`src/rtl/led_register_bank_pkg.sv`:
```
// Shared constants, types and helpers for the LED register bank.
package led_register_bank_pkg;

  localparam int unsigned BYTE_W = 8;
  localparam int unsigned CNT_W  = 13;

  // Fixed register map
  localparam logic [BYTE_W-1:0] ADDR_MODE1        = 8'h00;
  localparam logic [BYTE_W-1:0] ADDR_MODE2        = 8'h01;
  localparam logic [BYTE_W-1:0] ADDR_ALL_LED      = 8'hFA;
  localparam logic [BYTE_W-1:0] ADDR_ALL_LED_LAST = 8'hFD;
  localparam logic [BYTE_W-1:0] ADDR_PRESCALE     = 8'hFE;
  localparam logic [BYTE_W-1:0] ADDR_MAX          = 8'hFF;

  // MODE register bit positions
  localparam int unsigned MODE1_AI_BIT    = 5;
  localparam int unsigned MODE1_SLEEP_BIT = 4;
  localparam int unsigned MODE2_OCH_BIT   = 3;

  // Reset values
  localparam logic [BYTE_W-1:0] MODE1_RST    = 8'h11;
  localparam logic [BYTE_W-1:0] MODE2_RST    = 8'h04;
  localparam logic [BYTE_W-1:0] PRESCALE_RST = 8'h1E;
  localparam logic [BYTE_W-1:0] PRESCALE_MIN = 8'h03;

  // One channel's {ON, OFF} pair; each is {full bit, 12-bit count}
  typedef struct packed {
    logic [CNT_W-1:0] on;
    logic [CNT_W-1:0] off;
  } led_cnt_t;

  // Channel reset: ON=0, OFF full-off
  localparam led_cnt_t CNT_RST = {13'h0000, 13'h1000};

  typedef enum logic {
    ST_IDLE   = 1'b0,
    ST_ACTIVE = 1'b1
  } xfer_state_e;

  // Pointer auto-increment with wrap after the last channel byte and 0xFF
  function automatic logic [BYTE_W-1:0] next_ptr(input logic [BYTE_W-1:0] addr,
                                                 input logic [BYTE_W-1:0] last_ch_addr);
    if (addr == last_ch_addr || addr == ADDR_MAX) return 8'h00;
    return addr + 8'd1;
  endfunction

endpackage

```
`src/rtl/led_register_bank_if.sv`:
```
// Host write/read bus of the LED register bank.
interface led_register_bank_if;
  import led_register_bank_pkg::*;

  logic              start_i;
  logic [BYTE_W-1:0] addr_i;
  logic              wr_en_i;
  logic [BYTE_W-1:0] wr_data_i;
  logic              stop_i;
  logic [BYTE_W-1:0] rd_addr_i;
  logic [BYTE_W-1:0] rd_data_o;

  modport master (
    output start_i, addr_i, wr_en_i, wr_data_i, stop_i, rd_addr_i,
    input  rd_data_o
  );

  modport slave (
    input  start_i, addr_i, wr_en_i, wr_data_i, stop_i, rd_addr_i,
    output rd_data_o
  );

endinterface

```
`src/rtl/led_channel_regs.sv`:
```
// Staged/live/dirty storage for a single LED channel.
module led_channel_regs
  import led_register_bank_pkg::*;
(
  input  logic              clk_i,
  input  logic              rst_i,
  input  logic [3:0]        byte_we_i,
  input  logic [BYTE_W-1:0] wr_data_i,
  input  logic              commit_i,
  output led_cnt_t          live_o,
  output logic              moved_c
);

  led_cnt_t staged_q, staged_d;
  led_cnt_t live_q, live_d;
  logic     dirty_q, dirty_d;
  logic     wr_any;

  // Byte writes into the staged copy; commit copies staged (incl. this write) to live
  always_comb begin
    staged_d = staged_q;
    if (byte_we_i[0]) staged_d.on[7:0]        = wr_data_i;
    if (byte_we_i[1]) staged_d.on[CNT_W-1:8]  = wr_data_i[4:0];
    if (byte_we_i[2]) staged_d.off[7:0]       = wr_data_i;
    if (byte_we_i[3]) staged_d.off[CNT_W-1:8] = wr_data_i[4:0];
    wr_any  = |byte_we_i;
    moved_c = commit_i && (dirty_q || wr_any);
    dirty_d = commit_i ? 1'b0 : (dirty_q || wr_any);
    live_d  = commit_i ? staged_d : live_q;
  end

  // Channel state registers
  always_ff @(posedge clk_i) begin
    if (rst_i) begin
      staged_q <= CNT_RST;
      live_q   <= CNT_RST;
      dirty_q  <= 1'b0;
    end else begin
      staged_q <= staged_d;
      live_q   <= live_d;
      dirty_q  <= dirty_d;
    end
  end

  assign live_o = live_q;

endmodule

```
`src/rtl/led_register_bank.sv`:
```
// Byte-addressed LED PWM register bank with staged channel updates.
module led_register_bank
  import led_register_bank_pkg::*;
#(
  parameter int unsigned       NUM_CH   = 16,
  parameter logic [BYTE_W-1:0] REG_BASE = 8'h06
) (
  input  logic                    clk_i,
  input  logic                    rst_i,
  led_register_bank_if.slave      bus,
  output logic [BYTE_W-1:0]       mode1_o,
  output logic [BYTE_W-1:0]       mode2_o,
  output logic [BYTE_W-1:0]       prescale_o,
  output logic [CNT_W*NUM_CH-1:0] on_cnt_o,
  output logic [CNT_W*NUM_CH-1:0] off_cnt_o,
  output logic                    update_o
);

  localparam logic [BYTE_W-1:0] LAST_CH_ADDR = 8'(32'(REG_BASE) + 4 * NUM_CH - 1);
  localparam int unsigned       CH_IDX_W     = (NUM_CH > 1) ? $clog2(NUM_CH) : 1;

  xfer_state_e       state_q, state_d;
  logic              wr_ok_c;
  logic [BYTE_W-1:0] wr_addr, wr_off, rd_off;
  logic              wr_ch_hit, wr_all_hit;
  logic [1:0]        all_byte;
  logic              och, stop_commit;
  logic [BYTE_W-1:0] ptr_q, ptr_d;
  logic [BYTE_W-1:0] mode1_q, mode1_d, mode2_q, mode2_d, prescale_q, prescale_d;
  logic [BYTE_W-1:0] rd_data_q, rd_data_d;
  logic              update_q, update_d;
  logic [NUM_CH-1:0] moved;
  led_cnt_t [NUM_CH-1:0] live_all;
  led_cnt_t          rd_cnt;

  // Transaction state register
  always_ff @(posedge clk_i) begin
    if (rst_i) state_q <= ST_IDLE;
    else       state_q <= state_d;
  end

  // Transaction next state: stop ends, start opens
  always_comb begin
    state_d = state_q;
    if (bus.stop_i)       state_d = ST_IDLE;
    else if (bus.start_i) state_d = ST_ACTIVE;
  end

  // Writes are accepted inside a transaction or alongside its start
  always_comb begin
    wr_ok_c = bus.wr_en_i && (bus.start_i || state_q == ST_ACTIVE);
  end

  // Write address decode
  always_comb begin
    wr_addr     = bus.start_i ? bus.addr_i : ptr_q;
    wr_off      = wr_addr - REG_BASE;
    wr_ch_hit   = wr_ok_c && (wr_addr >= REG_BASE) && (wr_addr <= LAST_CH_ADDR);
    wr_all_hit  = wr_ok_c && (wr_addr >= ADDR_ALL_LED) && (wr_addr <= ADDR_ALL_LED_LAST);
    all_byte    = wr_addr[1:0] - 2'd2;
    och         = mode2_q[MODE2_OCH_BIT];
    stop_commit = bus.stop_i && !och;
  end

  for (genvar c = 0; c < NUM_CH; c++) begin : g_ch
    logic [3:0] byte_we;
    logic       commit;

    // Per-channel byte enables and commit request
    always_comb begin
      byte_we = '0;
      if (wr_ch_hit && wr_off[7:2] == 6'(c)) byte_we[wr_off[1:0]] = 1'b1;
      if (wr_all_hit)                        byte_we[all_byte]    = 1'b1;
      commit = stop_commit || (och && byte_we[3]);
    end

    led_channel_regs u_regs (
      .clk_i     (clk_i),
      .rst_i     (rst_i),
      .byte_we_i (byte_we),
      .wr_data_i (bus.wr_data_i),
      .commit_i  (commit),
      .live_o    (live_all[c]),
      .moved_c   (moved[c])
    );

    assign on_cnt_o[c*CNT_W +: CNT_W]  = live_all[c].on;
    assign off_cnt_o[c*CNT_W +: CNT_W] = live_all[c].off;
  end

  // MODE/PRE_SCALE updates, pointer movement and update pulse
  always_comb begin
    mode1_d    = mode1_q;
    mode2_d    = mode2_q;
    prescale_d = prescale_q;
    ptr_d      = ptr_q;
    if (wr_ok_c) begin
      if (wr_addr == ADDR_MODE1) mode1_d = bus.wr_data_i;
      if (wr_addr == ADDR_MODE2) mode2_d = bus.wr_data_i;
      if (wr_addr == ADDR_PRESCALE && mode1_q[MODE1_SLEEP_BIT])
        prescale_d = (bus.wr_data_i < PRESCALE_MIN) ? PRESCALE_MIN : bus.wr_data_i;
      ptr_d = mode1_q[MODE1_AI_BIT] ? next_ptr(wr_addr, LAST_CH_ADDR) : wr_addr;
    end else if (bus.start_i) begin
      ptr_d = bus.addr_i;
    end
    update_d = |moved;
  end

  // Read mux over live values
  always_comb begin
    rd_off = bus.rd_addr_i - REG_BASE;
    rd_cnt = '0;
    for (int unsigned c = 0; c < NUM_CH; c++) begin
      if (rd_off[7:2] == 6'(c)) rd_cnt = live_all[CH_IDX_W'(c)];
    end
    rd_data_d = '0;
    if (bus.rd_addr_i == ADDR_MODE1)         rd_data_d = mode1_q;
    else if (bus.rd_addr_i == ADDR_MODE2)    rd_data_d = mode2_q;
    else if (bus.rd_addr_i == ADDR_PRESCALE) rd_data_d = prescale_q;
    else if (bus.rd_addr_i >= REG_BASE && bus.rd_addr_i <= LAST_CH_ADDR) begin
      case (rd_off[1:0])
        2'd0:    rd_data_d = rd_cnt.on[7:0];
        2'd1:    rd_data_d = 8'(rd_cnt.on[CNT_W-1:8]);
        2'd2:    rd_data_d = rd_cnt.off[7:0];
        default: rd_data_d = 8'(rd_cnt.off[CNT_W-1:8]);
      endcase
    end
  end

  // Control and read-data registers
  always_ff @(posedge clk_i) begin
    if (rst_i) begin
      ptr_q      <= '0;
      mode1_q    <= MODE1_RST;
      mode2_q    <= MODE2_RST;
      prescale_q <= PRESCALE_RST;
      rd_data_q  <= '0;
      update_q   <= 1'b0;
    end else begin
      ptr_q      <= ptr_d;
      mode1_q    <= mode1_d;
      mode2_q    <= mode2_d;
      prescale_q <= prescale_d;
      rd_data_q  <= rd_data_d;
      update_q   <= update_d;
    end
  end

  assign bus.rd_data_o = rd_data_q;
  assign mode1_o       = mode1_q;
  assign mode2_o       = mode2_q;
  assign prescale_o    = prescale_q;
  assign update_o      = update_q;

endmodule

```
`src/flat_wrapper.sv`:
```
// flat-port wrapper written by rule: the top's interface ports become plain ports
module led_register_bank_flat import led_register_bank_pkg::*;
#(
  parameter int unsigned       NUM_CH   = 16,
  parameter logic [BYTE_W-1:0] REG_BASE = 8'h06
)
  (clk_i, rst_i, mode1_o, mode2_o, prescale_o, on_cnt_o, off_cnt_o, update_o, bus_start_i, bus_addr_i, bus_wr_en_i, bus_wr_data_i, bus_stop_i, bus_rd_addr_i, bus_rd_data_o);
  led_register_bank_if bus_i ();
  input  logic clk_i;
  input  logic rst_i;
  output logic [BYTE_W-1:0] mode1_o;
  output logic [BYTE_W-1:0] mode2_o;
  output logic [BYTE_W-1:0] prescale_o;
  output logic [CNT_W*NUM_CH-1:0] on_cnt_o;
  output logic [CNT_W*NUM_CH-1:0] off_cnt_o;
  output logic update_o;
  input wire logic [$bits(bus_i.start_i)-1:0] bus_start_i;
  input wire logic [$bits(bus_i.addr_i)-1:0] bus_addr_i;
  input wire logic [$bits(bus_i.wr_en_i)-1:0] bus_wr_en_i;
  input wire logic [$bits(bus_i.wr_data_i)-1:0] bus_wr_data_i;
  input wire logic [$bits(bus_i.stop_i)-1:0] bus_stop_i;
  input wire logic [$bits(bus_i.rd_addr_i)-1:0] bus_rd_addr_i;
  output wire logic [$bits(bus_i.rd_data_o)-1:0] bus_rd_data_o;
  assign bus_i.start_i = bus_start_i;
  assign bus_i.addr_i = bus_addr_i;
  assign bus_i.wr_en_i = bus_wr_en_i;
  assign bus_i.wr_data_i = bus_wr_data_i;
  assign bus_i.stop_i = bus_stop_i;
  assign bus_i.rd_addr_i = bus_rd_addr_i;
  assign bus_rd_data_o = bus_i.rd_data_o;
  led_register_bank #(.NUM_CH(NUM_CH), .REG_BASE(REG_BASE)) u_core (.clk_i(clk_i), .rst_i(rst_i), .bus(bus_i), .mode1_o(mode1_o), .mode2_o(mode2_o), .prescale_o(prescale_o), .on_cnt_o(on_cnt_o), .off_cnt_o(off_cnt_o), .update_o(update_o));
endmodule
```
`config.mk`:
```
export PLATFORM = sky130hd
export DESIGN_NAME = led_register_bank_flat
export DESIGN_NICKNAME = d
export VERILOG_FILES = /design/src/rtl/led_register_bank_pkg.sv /design/src/rtl/led_register_bank_if.sv /design/src/rtl/led_channel_regs.sv /design/src/rtl/led_register_bank.sv /design/src/flat_wrapper.sv
export SDC_FILE = /design/constraint.sdc
export NUM_CORES = 2
export LEC_CHECK = 0
export CAP_MARGIN = 20
export CORE_ASPECT_RATIO = 2
export CORE_MARGIN = 2
export CORE_UTILIZATION = 30
export CTS_CLUSTER_DIAMETER = 150
export DETAILED_ROUTE_END_ITERATION = 8
export GPL_TIMING_DRIVEN = 0
export SYNTH_ARGS = -nofsm -noshare
export SYNTH_HDL_FRONTEND = slang
export SYNTH_SLANG_ARGS = --single-unit
export TNS_END_PERCENT = 20
```
`constraint.sdc`:
```
create_clock -name clk_i -period 3.55 [get_ports clk_i]
set_input_delay 0.5325 -clock clk_i [delete_from_list [all_inputs] [get_ports clk_i]]
set_output_delay 0.5325 -clock clk_i [all_outputs]
set_load 0.005 [all_outputs]
```
# Yosys cells after proc, flatten, opt, wreduce, memory -nomap -nowiden
# Cells that the tools add are included.
dict set report word_totals {
  register_bits 890
  latchBits 0
  ram_bits 0
  romBits 0
  input_bits 29
  mem_count 0
}
dict set report classes {
  add_sub_neg 4
  n_mul 0
  div 0
  n_lt_le_gt_ge 11
  eq_ne 38
  n_shift 0
  mux 129
  n_bitwise 16
  reduce_logical 135
}
# op count
set op_table {}
lappend op_table {{26-bit 2-to-1 mux} 16}
lappend op_table {{8-bit 2-to-1 mux} 42}
lappend op_table {{5-bit 2-to-1 mux} 32}
lappend op_table {{4-bit 2-to-1 mux} 32}
lappend op_table {{6-bit by 4-bit == test with 1-bit output (second input constant)} 16}
lappend op_table {{4-bit OR} 16}
lappend op_table {{4-bit OR reduction} 16}
lappend op_table {{1-bit logical AND} 58}
lappend op_table {{6-bit by 3-bit == test with 1-bit output (second input constant)} 8}
lappend op_table {{1-bit logical OR} 34}
lappend op_table {{2-bit OR reduction} 17}
lappend op_table {{6-bit by 2-bit == test with 1-bit output (second input constant)} 4}
lappend op_table {{8-bit == test (second input constant)} 3}
lappend op_table {{8-bit one-hot mux with 3 select lines} 1}
lappend op_table {{8-bit by 1-bit == test with 1-bit output (second input constant)} 2}
lappend op_table {{8-bit by 3-bit >= comparator with 1-bit output (second input constant)} 2}
lappend op_table {{8-bit by 7-bit less-or-equal comparator with 1-bit output (second input constant)} 2}
lappend op_table {{8-bit logical NOT} 2}
lappend op_table {{16-bit OR reduction} 1}
lappend op_table {{8-bit by 3-bit subtractor with 8-bit output (second input constant)} 2}
lappend op_table {{6-bit by 1-bit == test with 1-bit output (second input constant)} 2}
lappend op_table {{6-bit logical NOT} 2}
lappend op_table {{8-bit by 1-bit adder with 8-bit output (second input constant)} 1}
lappend op_table {{8-bit by 7-bit == test with 1-bit output (second input constant)} 1}
lappend op_table {{13 further kinds} 21}

# Depth between registers and ports, before layout
dict set report depth {
  word_depth 23
  mapped_depth 17
  ltp_nobuf 12
}

# Cells and area by module
# Synthesis repeated with hierarchy kept, for this count alone.
dict set report hier_totals {
  hier_cells 3924
  area_unflattened_um2 36323.6
}
# module n_inst cells_each area_per_inst_um2 seq_area_each_um2
set modules_own_cells {}
lappend modules_own_cells {led_channel_regs 16 178 1828.0 1061.0}
lappend modules_own_cells {led_register_bank 1 1076 7075.5 840.8}

# Worst setup path before layout
# OpenSTA, ideal clock, no wires.
dict set report synth_timing {
  path_type {input to register}
  from {input port bus_start_i}
  to {register u_core.g_ch[11].u_regs.live_q (netlist bit u_core.g_ch[11].u_regs.live_o[10])}
  setup_time_ns 0.117
  arrival_ns 3.739
  t_required_ns 3.433
  path_slack_ns -0.306
  path_stages 15
  n_path_buf 5
  path_cell_list {buf_2 -> buf_4 -> buf_2 -> mux2i_1 -> inv_1 -> ha_1 -> clkbuf_1 -> a221o_1 -> a21oi_2 -> o22ai_1 -> or3_1 -> o31ai_4 -> nor2_2 -> buf_2 -> o22a_1}
}
dict set report synth_via {
  elab_chain_len 11
  word_cells_on_any_way 31
  classes_between {add/sub: 2; order compare: 8; eq/ne: 1; mux: 8; bitwise: 1; reduce/logical: 11}
}
# element line
set synth_rtl {}
lappend synth_rtl {{from (decl)} flat_wrapper.sv:17} ;# input wire logic [$bits(bus_i.start_i)-1:0] bus_start_i;
lappend synth_rtl {{8-bit 2-to-1 mux} led_register_bank.sv:56} ;# wr_addr = bus.start_i ? bus.addr_i : ptr_q;
lappend synth_rtl {{8-bit by 3-bit subtractor with 8-bit output} led_register_bank.sv:57} ;# wr_off = wr_addr - REG_BASE;
lappend synth_rtl {{2-bit by 3-bit < comparator with 1-bit output (not written as such) / 2-bit by 1-bit >= comparator with 1-bit output (equally long branches)} led_register_bank.sv:72} ;# if (wr_ch_hit && wr_off[7:2] == 6'(c)) byte_we[wr_off[1:0]] = 1'b1;
lappend synth_rtl {{1-bit logical AND (not written as such)} led_register_bank.sv:72}
lappend synth_rtl {{1-bit 2-to-1 mux (not written as such)} led_register_bank.sv:72}
lappend synth_rtl {{1-bit demux with 2-bit select} -}
lappend synth_rtl {{4-bit 2-to-1 mux} led_register_bank.sv:72}
lappend synth_rtl {{4-bit OR (no source line)} -}
lappend synth_rtl {{4-bit 2-to-1 mux *} led_register_bank.sv:73} ;# if (wr_all_hit) byte_we[all_byte] = 1'b1;
lappend synth_rtl {{1-bit logical AND} led_register_bank.sv:74} ;# commit = stop_commit || (och && byte_we[3]);
lappend synth_rtl {{1-bit logical OR} led_register_bank.sv:74}
lappend synth_rtl {{to (signal assigned)} led_channel_regs.sv:40} ;# live_q <= live_d;
lappend synth_rtl {{to (decl)} led_channel_regs.sv:15} ;# led_cnt_t live_q, live_d;
# Mark *: on every way between the ends. The rest lies on a longest branch, timed or not.
# A chain may end at the register's enable or synchronous reset.

# Worst setup path after layout
dict set report layout_timing {
  from {input port bus_rd_addr_i[3]}
  to {register u_core.rd_data_q[4] (netlist: u_core.bus.rd_data_o[4])}
}
dict set report layout_via {
  elab_chain_len 23
  word_cells_on_any_way 44
  classes_between {add/sub: 1; order compare: 2; eq/ne: 17; mux: 21; reduce/logical: 3}
}
# element line
set layout_rtl {}
lappend layout_rtl {{from (decl)} flat_wrapper.sv:22} ;# input wire logic [$bits(bus_i.rd_addr_i)-1:0] bus_rd_addr_i;
lappend layout_rtl {{8-bit by 3-bit subtractor with 8-bit output} led_register_bank.sv:111} ;# rd_off = bus.rd_addr_i - REG_BASE;
lappend layout_rtl {{6-bit logical NOT} led_register_bank.sv:114} ;# if (rd_off[7:2] == 6'(c)) rd_cnt = live_all[CH_IDX_W'(c)];
lappend layout_rtl {{26-bit 2-to-1 mux (16 in series)} led_register_bank.sv:114}
lappend layout_rtl {{8-bit one-hot mux with 3 select lines} led_register_bank.sv:121} ;# case (rd_off[1:0])
lappend layout_rtl {{8-bit 2-to-1 mux} led_register_bank.sv:120} ;# else if (bus.rd_addr_i >= REG_BASE && bus.rd_addr_i <= LAST_CH_ADDR) begin
lappend layout_rtl {{8-bit 2-to-1 mux} led_register_bank.sv:119} ;# else if (bus.rd_addr_i == ADDR_PRESCALE) rd_data_d = prescale_q;
lappend layout_rtl {{8-bit 2-to-1 mux} led_register_bank.sv:118} ;# else if (bus.rd_addr_i == ADDR_MODE2) rd_data_d = mode2_q;
lappend layout_rtl {{8-bit 2-to-1 mux *} led_register_bank.sv:117} ;# if (bus.rd_addr_i == ADDR_MODE1) rd_data_d = mode1_q;
lappend layout_rtl {{to (signal assigned)} led_register_bank.sv:144} ;# rd_data_q <= rd_data_d;
lappend layout_rtl {{to (decl)} led_register_bank.sv:30} ;# logic [BYTE_W-1:0] rd_data_q, rd_data_d;
# Marked as above.

==> metrics <==
via count 37.3k; CP Launch Type input pin; worst-path fanout max 10; IO buf count 473; post-route antenna net violation count 0; status complete, but fails checks; CTS tree built; asr flop ratio synth 0%; initial antenna violation count 21; Setup crit end kind flop; Residual DRC 0; synthesized cell area 35100 um^2; Final setup viols 1; PD cells 480 nW/um^2; Mean Syn Cell Area 9.11 um^2; Die Span Y 488 um; Congestion Overflow GR 0; die width 246 um; Peak Freq 279 MHz; via/cell ratio 6.10; worst setup path class in2reg; largest net degree at the start of global routing 18; Routability Congestion 1.06; Synth area leader dfxtp_1; failing checks setup timing; Gate Count Post-Synth 3854; WL/cell 37.3 um; most common cell after layout, fill and taps aside dfxtp_1; Total GRT Usage 37.3%; Arrival @ worst endpoint 4160 ps; Clk Tree Root Cell clkbuf_16; full die area 120000 um^2; CTS H-tree depth 3; clock slew at reported path FFs 70 ps; vias in the first global route 35.3k; final hold vios 0; Slew headroom 12.5%; VDD IR-drop max 372 uV; Fill cells 11.6k; CORE AREA 116000 um^2; NumNets Final 4556; Distinct cells, synth 92; Worst-Skew Late Latency 730 ps; fin. max-slew vios 0; Clock Path Buffers 3; final setup margin -38.5 ps; Final period util 101%; largest cells by area after synthesis dfxtp_1, o22a_1, mux2i_1, a21oi_1, nand2_1; Starting Density 30.2%; CP required 4120 ps; Hold WC Path Type in2reg; cts hold-fix bufs 0; layout cell share with drive strength beyond 1 14.5%; actual slew at the worst max-slew pin 1310 ps; max_cap viols 0; Synth Net Count 3890; CTS buffer count 80; Final Critical Period 3590 ps; first-pass GRT wire length 303000 um; Synth Flop Type dfxtp_1; leakage power figure 19.0 nW; Yosys reg bits 890; skew final 30.4 ps; YS warnings 0; TritonRoute pass-1 iters 9; Core Rows 177; most frequent cells in the layout dfxtp_1, clkdlybuf4s50_1, nand2_1, nor2_1, a21oi_1; sequential area share after synthesis 50.7%; Post-synth EDFFs 0; io pins 478; hold_ws 310 ps; total negative slack -38.5 ps; drt total wl 228000 um; Iter 0 DRT Violations 4291; area grow syn2layout 36.0%; CTS sink count 890; HPWL after detailed placement 179000 um; Synth top area share 50.7%
-- path summary, 6_finish.rpt --
path	startpoint	end	slack, ps	depth (start not counted)
max	bus_rd_addr_i[3]	u_core.bus.rd_data_o[4]	-40	14
min	bus_wr_data_i[5]	u_core.g_ch[7].u_regs.staged_q[18]	310	3
max reg2reg	u_core.ptr_q[5]	u_core.g_ch[12].u_regs.live_o[12]	80	12
min reg2reg	u_core.g_ch[7].u_regs.staged_q[6]	u_core.g_ch[7].u_regs.staged_q[6]	460	2
-- report_power, final --
part           internal [W]  switching, W  total, W
sequential           0.0102      0.000567    0.0108
clock               0.00492       0.00434   0.00925
combinational       0.00102       0.00186   0.00288
-- layer usage --
metal / global-route usage (%) / part of all wire, %
met2: 56.0 / 43
met3: 10.5 / 9.7
met1: 39.9 / 34
met5: 0 / 0.034
met4: 40.5 / 13
-- cells in the mapped netlist, drive strengths merged, types with 23 or more instances --
library cell,instances
a21oi,348
a22oi,65
o21ai,88
nand2,427
nand3,311
a22o,25
buf,94
o22a,279
nor3,41
mux2i,182
dfxtp,890
clkbuf,242
o22ai,26
o31ai,23
a211oi,128
nor2,362
-- state kept, by name, indices dropped and copies added, names as in the netlist --
| signal | cells |
|---|---|
| u_core.g_ch.u_regs.live_o | 416 |
| u_core.g_ch.u_regs.staged_q | 416 |
| u_core.g_ch.u_regs.dirty_q | 16 |
| u_core.bus.rd_data_o | 8 |
| u_core.mode1_o | 8 |
| u_core.mode2_o | 8 |
| u_core.prescale_o | 8 |
| u_core.ptr_q | 8 |
| u_core.state_q | 1 |
| u_core.update_o | 1 |
-- critical path, stage by stage --
cell,delay (ps)
dlygate4sd2_1,350
buf_6,220
nor4b_2,300
nor3b_4,440
o31ai_4,130
buf_4,160
buf_12,120
nor2_1,370
clkbuf_8,340
a21oi_1,200
o21a_1,190
o21ai_2,330
a311oi_2,170
o32ai_2,270
-- area by class of cell --
cell class | count | area [um^2] | share of cell area, %
Multi-Input combinational cell | 2608 | 17300 | 36.3
Inverter | 20 | 83.8 | 0.175
Timing Repair Buffer | 596 | 6200 | 13.0
Clock buffer | 105 | 2190 | 4.58
Sequential cell | 890 | 17800 | 37.3
Tap cell | 1521 | 1900 | 3.98
Antenna cell | 14 | 35.0 | 0.0733
Clock inverter | 42 | 463 | 0.969
Buffer | 324 | 1740 | 3.64
-- through the flow --
stage          worst slack, ps  power [W]  utilization [%]  area, um^2  cells
2_1_floorplan             22.0     0.0117                -       35300   3854
3_3_place_gp             -3340     0.0134             36.1       42000   5848
3_5_place_dp             -2780     0.0135             36.7       42600   5892
4_1_cts                  -31.4     0.0227             40.7       47300   6094
5_1_grt                  -13.1     0.0233             41.1       47700   6109
6_report                 -38.5     0.0229             41.1       47800   6120
-- logic make-up after synthesis --
logic type               share of synthesized area, %
XOR/XNOR                                        0.224
multiplexers                                     5.33
AO/OA/AOI/OAI                                    23.9
adder cells (fa/ha/maj)                         0.249
AND/OR/NAND/NOR                                  15.4
flip-flops                                       50.7
buffers and inverters                            4.17
-- timing repair --
action / CTS / global route
gates resized for setup: 369 / 106
gates cloned: 1 / 1
setup buffers: 65 / 4
pin swaps: 46 / 21
setup endpoints to repair: 873 / 445
Note: power is estimated with default switching activity, not from simulation.
